--- config.mk ---
export PLATFORM = sky130hd
export DESIGN_NAME = dco_event_counter
export DESIGN_NICKNAME = d
export VERILOG_FILES = /design/src/rtl/dco_cnt_pkg.sv /design/src/rtl/dco_edge_det.sv /design/src/rtl/dco_event_counter.sv
export SDC_FILE = /design/constraint.sdc
export NUM_CORES = 1
export LEC_CHECK = 0
export CELL_PAD_IN_SITES_DETAIL_PLACEMENT = 1
export CELL_PAD_IN_SITES_GLOBAL_PLACEMENT = 1
export CORE_AREA = 10 10 71 73
export CTS_BUF_LIST = sky130_fd_sc_hd__clkbuf_4 sky130_fd_sc_hd__clkbuf_8
export CTS_CLUSTER_SIZE = 24
export DETAILED_ROUTE_END_ITERATION = 12
export DIE_AREA = 0 0 81 83
export HOLD_SLACK_MARGIN = 0.12
export PLACE_DENSITY = 0.75
export RECOVER_POWER = 25
export SLEW_MARGIN = 30
export SYNTH_ARGS = -nofsm -noshare
export SYNTH_HDL_FRONTEND = slang
export SYNTH_SLANG_ARGS = --single-unit
--- constraint.sdc ---
create_clock -name clkAB -period 2 [get_ports clkAB]
set_input_delay 0.5 -clock clkAB [delete_from_list [all_inputs] [get_ports clkAB]]
set_output_delay 0.5 -clock clkAB [all_outputs]
set_load 0.02 [all_outputs]
--- src/rtl/dco_cnt_pkg.sv ---
// dco_cnt_pkg
//   Shared types and defaults for the dco event counter slice.
//   dco_cnt_state_t : report FSM encoding (IDLE / COUNT / REPORT)
//   DCO_CNT_W_DEF   : default counter / threshold / report width
package dco_cnt_pkg;

  typedef enum logic [1:0] {
    IDLE,
    COUNT,
    REPORT
  } dco_cnt_state_t;

  localparam int unsigned DCO_CNT_W_DEF = 8;

endpackage

--- src/rtl/dco_edge_det.sv ---
// dco_edge_det
//   Rising-edge detector for the dco event line. The input is already in
//   the clkAB domain, so this is a single delay flop and no synchroniser.
//   The delayed copy is updated every cycle, independent of enable or FSM
//   state, so an input held high across an enable change never looks like
//   a new edge.
// Ports:
//   clkAB : clock
//   rst   : synchronous active-high reset (delayed copy cleared to 0)
//   d     : event input
//   rise  : d & ~d_delayed (combinational, consumed by registered logic)
module dco_edge_det (
  input  logic clkAB,
  input  logic rst,
  input  logic d,
  output logic rise
);

  logic r_dco_q;

  always_ff @(posedge clkAB) begin
    if (rst) begin
      r_dco_q <= 1'b0;
    end else begin
      r_dco_q <= d;
    end
  end

  // Delayed copy resets low: a d already high on the first cycle after
  // reset is treated as an edge.
  assign rise = d & ~r_dco_q;

endmodule

--- src/rtl/dco_event_counter.sv ---
// dco_event_counter
//   Counts rising edges of the upstream dco signal in a programmable window
//   and issues a valid/ready report each time the count reaches thresh.
//   Completions that occur while an unaccepted report is pending raise a
//   sticky overflow flag.
// Parameters:
//   CNT_W : counter, threshold and report width
//   SAT   : free-run behaviour at all-ones when thresh = 0
//           (1 = saturate, 0 = wrap to 0)
// Ports:
//   clkAB     in  clock (same muxed clock as the upstream stage)
//   rst       in  synchronous active-high reset
//   dco_in    in  event input
//   en        in  count enable
//   clr       in  synchronous clear of count and ovf
//   thresh    in  report threshold, 0 disables reporting
//   count     out current window count
//   hit       out one-cycle pulse when a window completes
//   ovf       out sticky: a report was lost
//   rpt_valid out report available
//   rpt_ready in  consumer accepts report
//   rpt_count out reported value (thresh at capture)
module dco_event_counter
  import dco_cnt_pkg::*;
#(
  parameter int unsigned CNT_W = DCO_CNT_W_DEF,
  parameter bit          SAT   = 1'b1
) (
  input  logic             clkAB,
  input  logic             rst,
  input  logic             dco_in,
  input  logic             en,
  input  logic             clr,
  input  logic [CNT_W-1:0] thresh,
  output logic [CNT_W-1:0] count,
  output logic             hit,
  output logic             ovf,
  output logic             rpt_valid,
  input  logic             rpt_ready,
  output logic [CNT_W-1:0] rpt_count
);

  dco_cnt_state_t r_state;
  dco_cnt_state_t w_state_nxt;

  logic             w_rise;
  logic             w_count_rise;
  logic             w_thresh_zero;
  logic             w_at_max;
  logic             w_complete;
  logic             w_handshake;
  logic             w_report_load;
  logic [CNT_W-1:0] w_count_inc;
  logic [CNT_W-1:0] w_count_nxt;

  logic [CNT_W-1:0] r_count;
  logic             r_hit;
  logic             r_ovf;
  logic             r_rpt_valid;
  logic [CNT_W-1:0] r_rpt_count;

  dco_edge_det u_edge_det (
    .clkAB (clkAB),
    .rst   (rst),
    .d     (dco_in),
    .rise  (w_rise)
  );

  // Edges are counted exactly when en is high. In IDLE (en = 0) and in
  // REPORT with en = 0 this ignores edges; an IDLE cycle with en = 1 is
  // the entry cycle into COUNT and its edge is counted, which lets an edge
  // on the first cycle after reset register.
  assign w_count_rise  = en & w_rise & ~clr;
  assign w_thresh_zero = (thresh == '0);
  assign w_at_max      = (r_count == '1);
  assign w_count_inc   = r_count + CNT_W'(1);

  // The increment wraps inside CNT_W, so a thresh lowered below the
  // current count cannot match until the counter rolls past all-ones.
  assign w_complete  = w_count_rise & ~w_thresh_zero & (w_count_inc == thresh);
  assign w_handshake = r_rpt_valid & rpt_ready;

  // A new report may be captured if the slot is free or is being emptied
  // by a handshake on this same edge.
  assign w_report_load = w_complete & (~r_rpt_valid | rpt_ready);

  always_comb begin
    w_count_nxt = r_count;
    if (clr) begin
      w_count_nxt = '0;
    end else if (w_complete) begin
      w_count_nxt = '0;
    end else if (w_count_rise) begin
      // Saturation only applies to free-run mode; with a live threshold
      // the counter must wrap so a lowered thresh is eventually reached.
      if (w_at_max && w_thresh_zero && SAT) begin
        w_count_nxt = r_count;
      end else begin
        w_count_nxt = w_count_inc;
      end
    end
  end

  always_ff @(posedge clkAB) begin
    if (rst) begin
      r_state <= IDLE;
    end else begin
      r_state <= w_state_nxt;
    end
  end

  always_comb begin
    w_state_nxt = r_state;
    unique case (r_state)
      IDLE: begin
        if (en) begin
          w_state_nxt = w_complete ? REPORT : COUNT;
        end
      end
      COUNT: begin
        if (w_complete) begin
          w_state_nxt = REPORT;
        end else if (!en) begin
          w_state_nxt = IDLE;
        end
      end
      REPORT: begin
        // A completion coinciding with the handshake reloads the report
        // and keeps the FSM here.
        if (w_handshake && !w_complete) begin
          w_state_nxt = en ? COUNT : IDLE;
        end
      end
      default: begin
        w_state_nxt = IDLE;
      end
    endcase
  end

  always_ff @(posedge clkAB) begin
    if (rst) begin
      r_count     <= '0;
      r_hit       <= 1'b0;
      r_ovf       <= 1'b0;
      r_rpt_valid <= 1'b0;
      r_rpt_count <= '0;
    end else begin
      r_count <= w_count_nxt;
      r_hit   <= w_complete;

      if (clr) begin
        r_ovf <= 1'b0;
      end else if (w_complete && r_rpt_valid && !rpt_ready) begin
        r_ovf <= 1'b1;
      end

      if (w_report_load) begin
        r_rpt_valid <= 1'b1;
        r_rpt_count <= thresh;
      end else if (w_handshake) begin
        r_rpt_valid <= 1'b0;
      end
    end
  end

  assign count     = r_count;
  assign hit       = r_hit;
  assign ovf       = r_ovf;
  assign rpt_valid = r_rpt_valid;
  assign rpt_count = r_rpt_count;

endmodule

==> results.json <==
{
  "outcome": "complete, but fails checks",
  "violations": "negative setup slack",
  "drtIter0Drc": 71,
  "synthTopCellsByCount": "20 x dfxtp_1, 13 x a21oi_1, 11 x nand4_1",
  "avgRoutedWirePerCell_um": 19.7,
  "synth_nets": 140,
  "fin_area_um2": 2030,
  "synth_area_leader_cell": "dfxtp_1",
  "syn_area_per_cell_um2": 9.14,
  "grt_pass1_wl_mm": 7.87,
  "totalWireLength_mm": 4.74,
  "rsz0062_at_grt": "true",
  "cp.arrival_ns": 2.17,
  "clock_sinks": 20,
  "crit_required_ns": 2.14,
  "first_global_vias": 1539,
  "synthTopCellsByArea": "dfxtp_1 35%, nand4_1 6.0%, o31ai_1 5.9%, a21oi_1 5.7%, xnor2_1 5.4%",
  "drive_gt1_frac": 0.420,
  "skew_ns": 0.00184,
  "yosysWarnings": 0,
  "r2r-end": "count[7]$_SDFFE_PP0P_",
  "num_vias": 1334,
  "final_util": 0.558,
  "hpwl_mm": 3.24,
  "r2r_setup_slack_ns": -0.01,
  "antenna_found_initial": 0,
  "ff2ff_path_depth": 7,
  "cts_tree": "built",
  "drv_cap": 0,
  "dr.pass1.iters": 4,
  "crit_end": "count[7]$_SDFFE_PP0P_",
  "peakVddDrop_uv": 259,
  "synth-async-reset-ratio": 0,
  "period_share": 1.01,
  "setup_viol": 6,
  "grt_max_degree": 13,
  "report.final.slew_viol_count": 0,
  "numCtsBuffers": 3,
  "min_period_ns": 2.03,
  "synth_edf_count": 0,
  "worst_slack_ns": -0.0278,
  "htreeDepth": 1,
  "synth.yosys.seq_area_share": 0.350,
  "cp_max_fo": 9,
  "overflow": 0,
  "fill_cells": 418,
  "gp_congestion": 0.844,
  "dieWidth_um": 81,
  "leakagePower_nw": 0.764,
  "coreArea_um2": 3630,
  "rows": 22,
  "cp-start-kind": "input port",
  "critPathKind": "in -> reg",
  "grt_use_total": 0.143,
  "synthFlopType": "dfxtp_1",
  "cellPowerDensity_nw_per_um2": 419,
  "synth_area_um2": 1140,
  "clock_latency_ns": 0.26,
  "cts_buffer_depth": 2,
  "initial_core_util": 0.314,
  "placed_cells": 224,
  "yosys.cell_types.count": 40,
  "num_io_pins": 33,
  "ys_ff_latch": 20,
  "hold_violations": 0,
  "via_per_inst": 5.54,
  "reg2reg_from": "count[2]$_SDFFE_PP0P_",
  "hold_ws_ns": 0.479,
  "nNetsFinal": 209,
  "hold_class": "reg -> reg",
  "cts_hold_buffers": 0,
  "synth_top_cell_area_share": 0.350,
  "finalNonFillerCells": 241,
  "antenna_cells": 0,
  "synthCells": 125,
  "synth_most_common_cell": "dfxtp_1",
  "die_h_um": 83,
  "timing.slew.headroom": 0.761,
  "die-area_um2": 6720,
  "max_freq_mhz": 493,
  "clkTransAtPathRegs_ns": 0.08,
  "cts_root_buffer": "clkbuf_8",
  "syn_to_final_growth_pct": 77.5,
  "placedInstanceArea_um2": 1760,
  "port_buffers": 32,
  "worst_pin_slew_ns": 0.356,
  "startpoint": "thresh[6]",
  "finalSetupTns_ns": -0.0637,
  "route.detailed.drc": 0,
  "end_kind": "flop",
  "ant_nets": 0
}
-- worst min path at each step --
stage,start,end,depth (start not counted)
CTS,rpt_count[3]$_SDFFE_PP0P_,rpt_count[3]$_SDFFE_PP0P_,2
finish,rpt_count[5]$_SDFFE_PP0P_,rpt_count[5]$_SDFFE_PP0P_,2
detailed placement,rpt_count[0]$_SDFFE_PP0P_,rpt_count[0]$_SDFFE_PP0P_,2
global route,rpt_count[5]$_SDFFE_PP0P_,rpt_count[5]$_SDFFE_PP0P_,2
global placement,rpt_count[2]$_SDFFE_PP0P_,rpt_count[2]$_SDFFE_PP0P_,2
floorplan,rpt_count[0]$_SDFFE_PP0P_,rpt_count[0]$_SDFFE_PP0P_,2
-- where the power goes --
part	internal (mW)	switching [mW]
Clock	0.175	0.141
Sequential	0.394	0.000979
Combinational	0.0694	0.0679
Total	0.639	0.210
-- sequential cells by signal, summed over array words and instances, names as in the netlist --
signal / cells
rpt_count: 8
count: 8
rpt_valid: 1
hit: 1
ovf: 1
u_edge_det.r_dco_q: 1
-- routing by layer --
metal	vias up	track usage	wire length, um
li1	621	-	-
met1	652	0.160	1940
met5	-	0	0
met3	13	0.0377	272
met2	48	0.249	2420
met4	0	0.0532	110
-- through the flow --
step	total power [mW]	setup slack, ns
after floorplan	0.454	0.00789
after global placement	0.522	-0.466
after detailed placement	0.525	-0.569
after CTS	0.846	-0.0181
after global routing	0.879	-0.0912
final	0.849	-0.0278
-- cell type report --
class	instances	area (um^2)	area share
Clock buffer	4	55.1	0.0271
Inverter	2	7.51	0.00370
Multi-Input combinational cell	98	892	0.440
Sequential cell	20	419	0.207
Tap cell	48	60.1	0.0296
Timing Repair Buffer	69	594	0.293
-- worst max-delay path, cell delays in order --
cell and delay, ns:
clkdlybuf4s15_2 0.21, xnor2_2 0.27, o21a_1 0.24, o22ai_4 0.11
buf_4 0.20, o41ai_4 0.38, buf_6 0.19, a21oi_1 0.06
-- kinds of logic (layout without fill, tap and decap cells) --
group                      Yosys count  count (layout)  synth area share
and+or+nand+nor                     44              44             0.240
AOI/OAI and AO/OA                   39              39             0.254
DFF                                 20              20             0.350
xor gates and xnor gates            13              13            0.0997
buffers and inverters                7              75            0.0361
adders and majority gates            1               1            0.0110
muxes                                1               1           0.00876
-- cells in the final DEF (no fill, tap or decap), types with 2 or more instances in the layout --
cell type,instances
nor2_1,7
buf_6,2
nand2_1,3
o31ai_2,2
nor4_2,2
clkdlybuf4s50_1,17
dfxtp_4,4
dlygate4sd2_1,7
o31ai_1,6
o22ai_4,2
nand3_4,2
nor3_4,3
o211ai_1,2
dfxtp_1,13
xnor2_2,3
buf_4,35
clkdlybuf4s15_2,2
a311oi_1,2
xnor2_1,4
inv_1,2
clkbuf_8,4
a21oi_1,12
o21a_1,2
dfxtp_2,3
nand4_1,11
dlygate4sd3_1,4
and3_1,2
xor2_1,6
-- repair_timing --
item,in CTS,in global routing
endpoints found under the setup margin,19,19
setup buffers,12,1
resized for setup,34,11
pin swaps,15,4
Power figures use the tool's default switching activity.
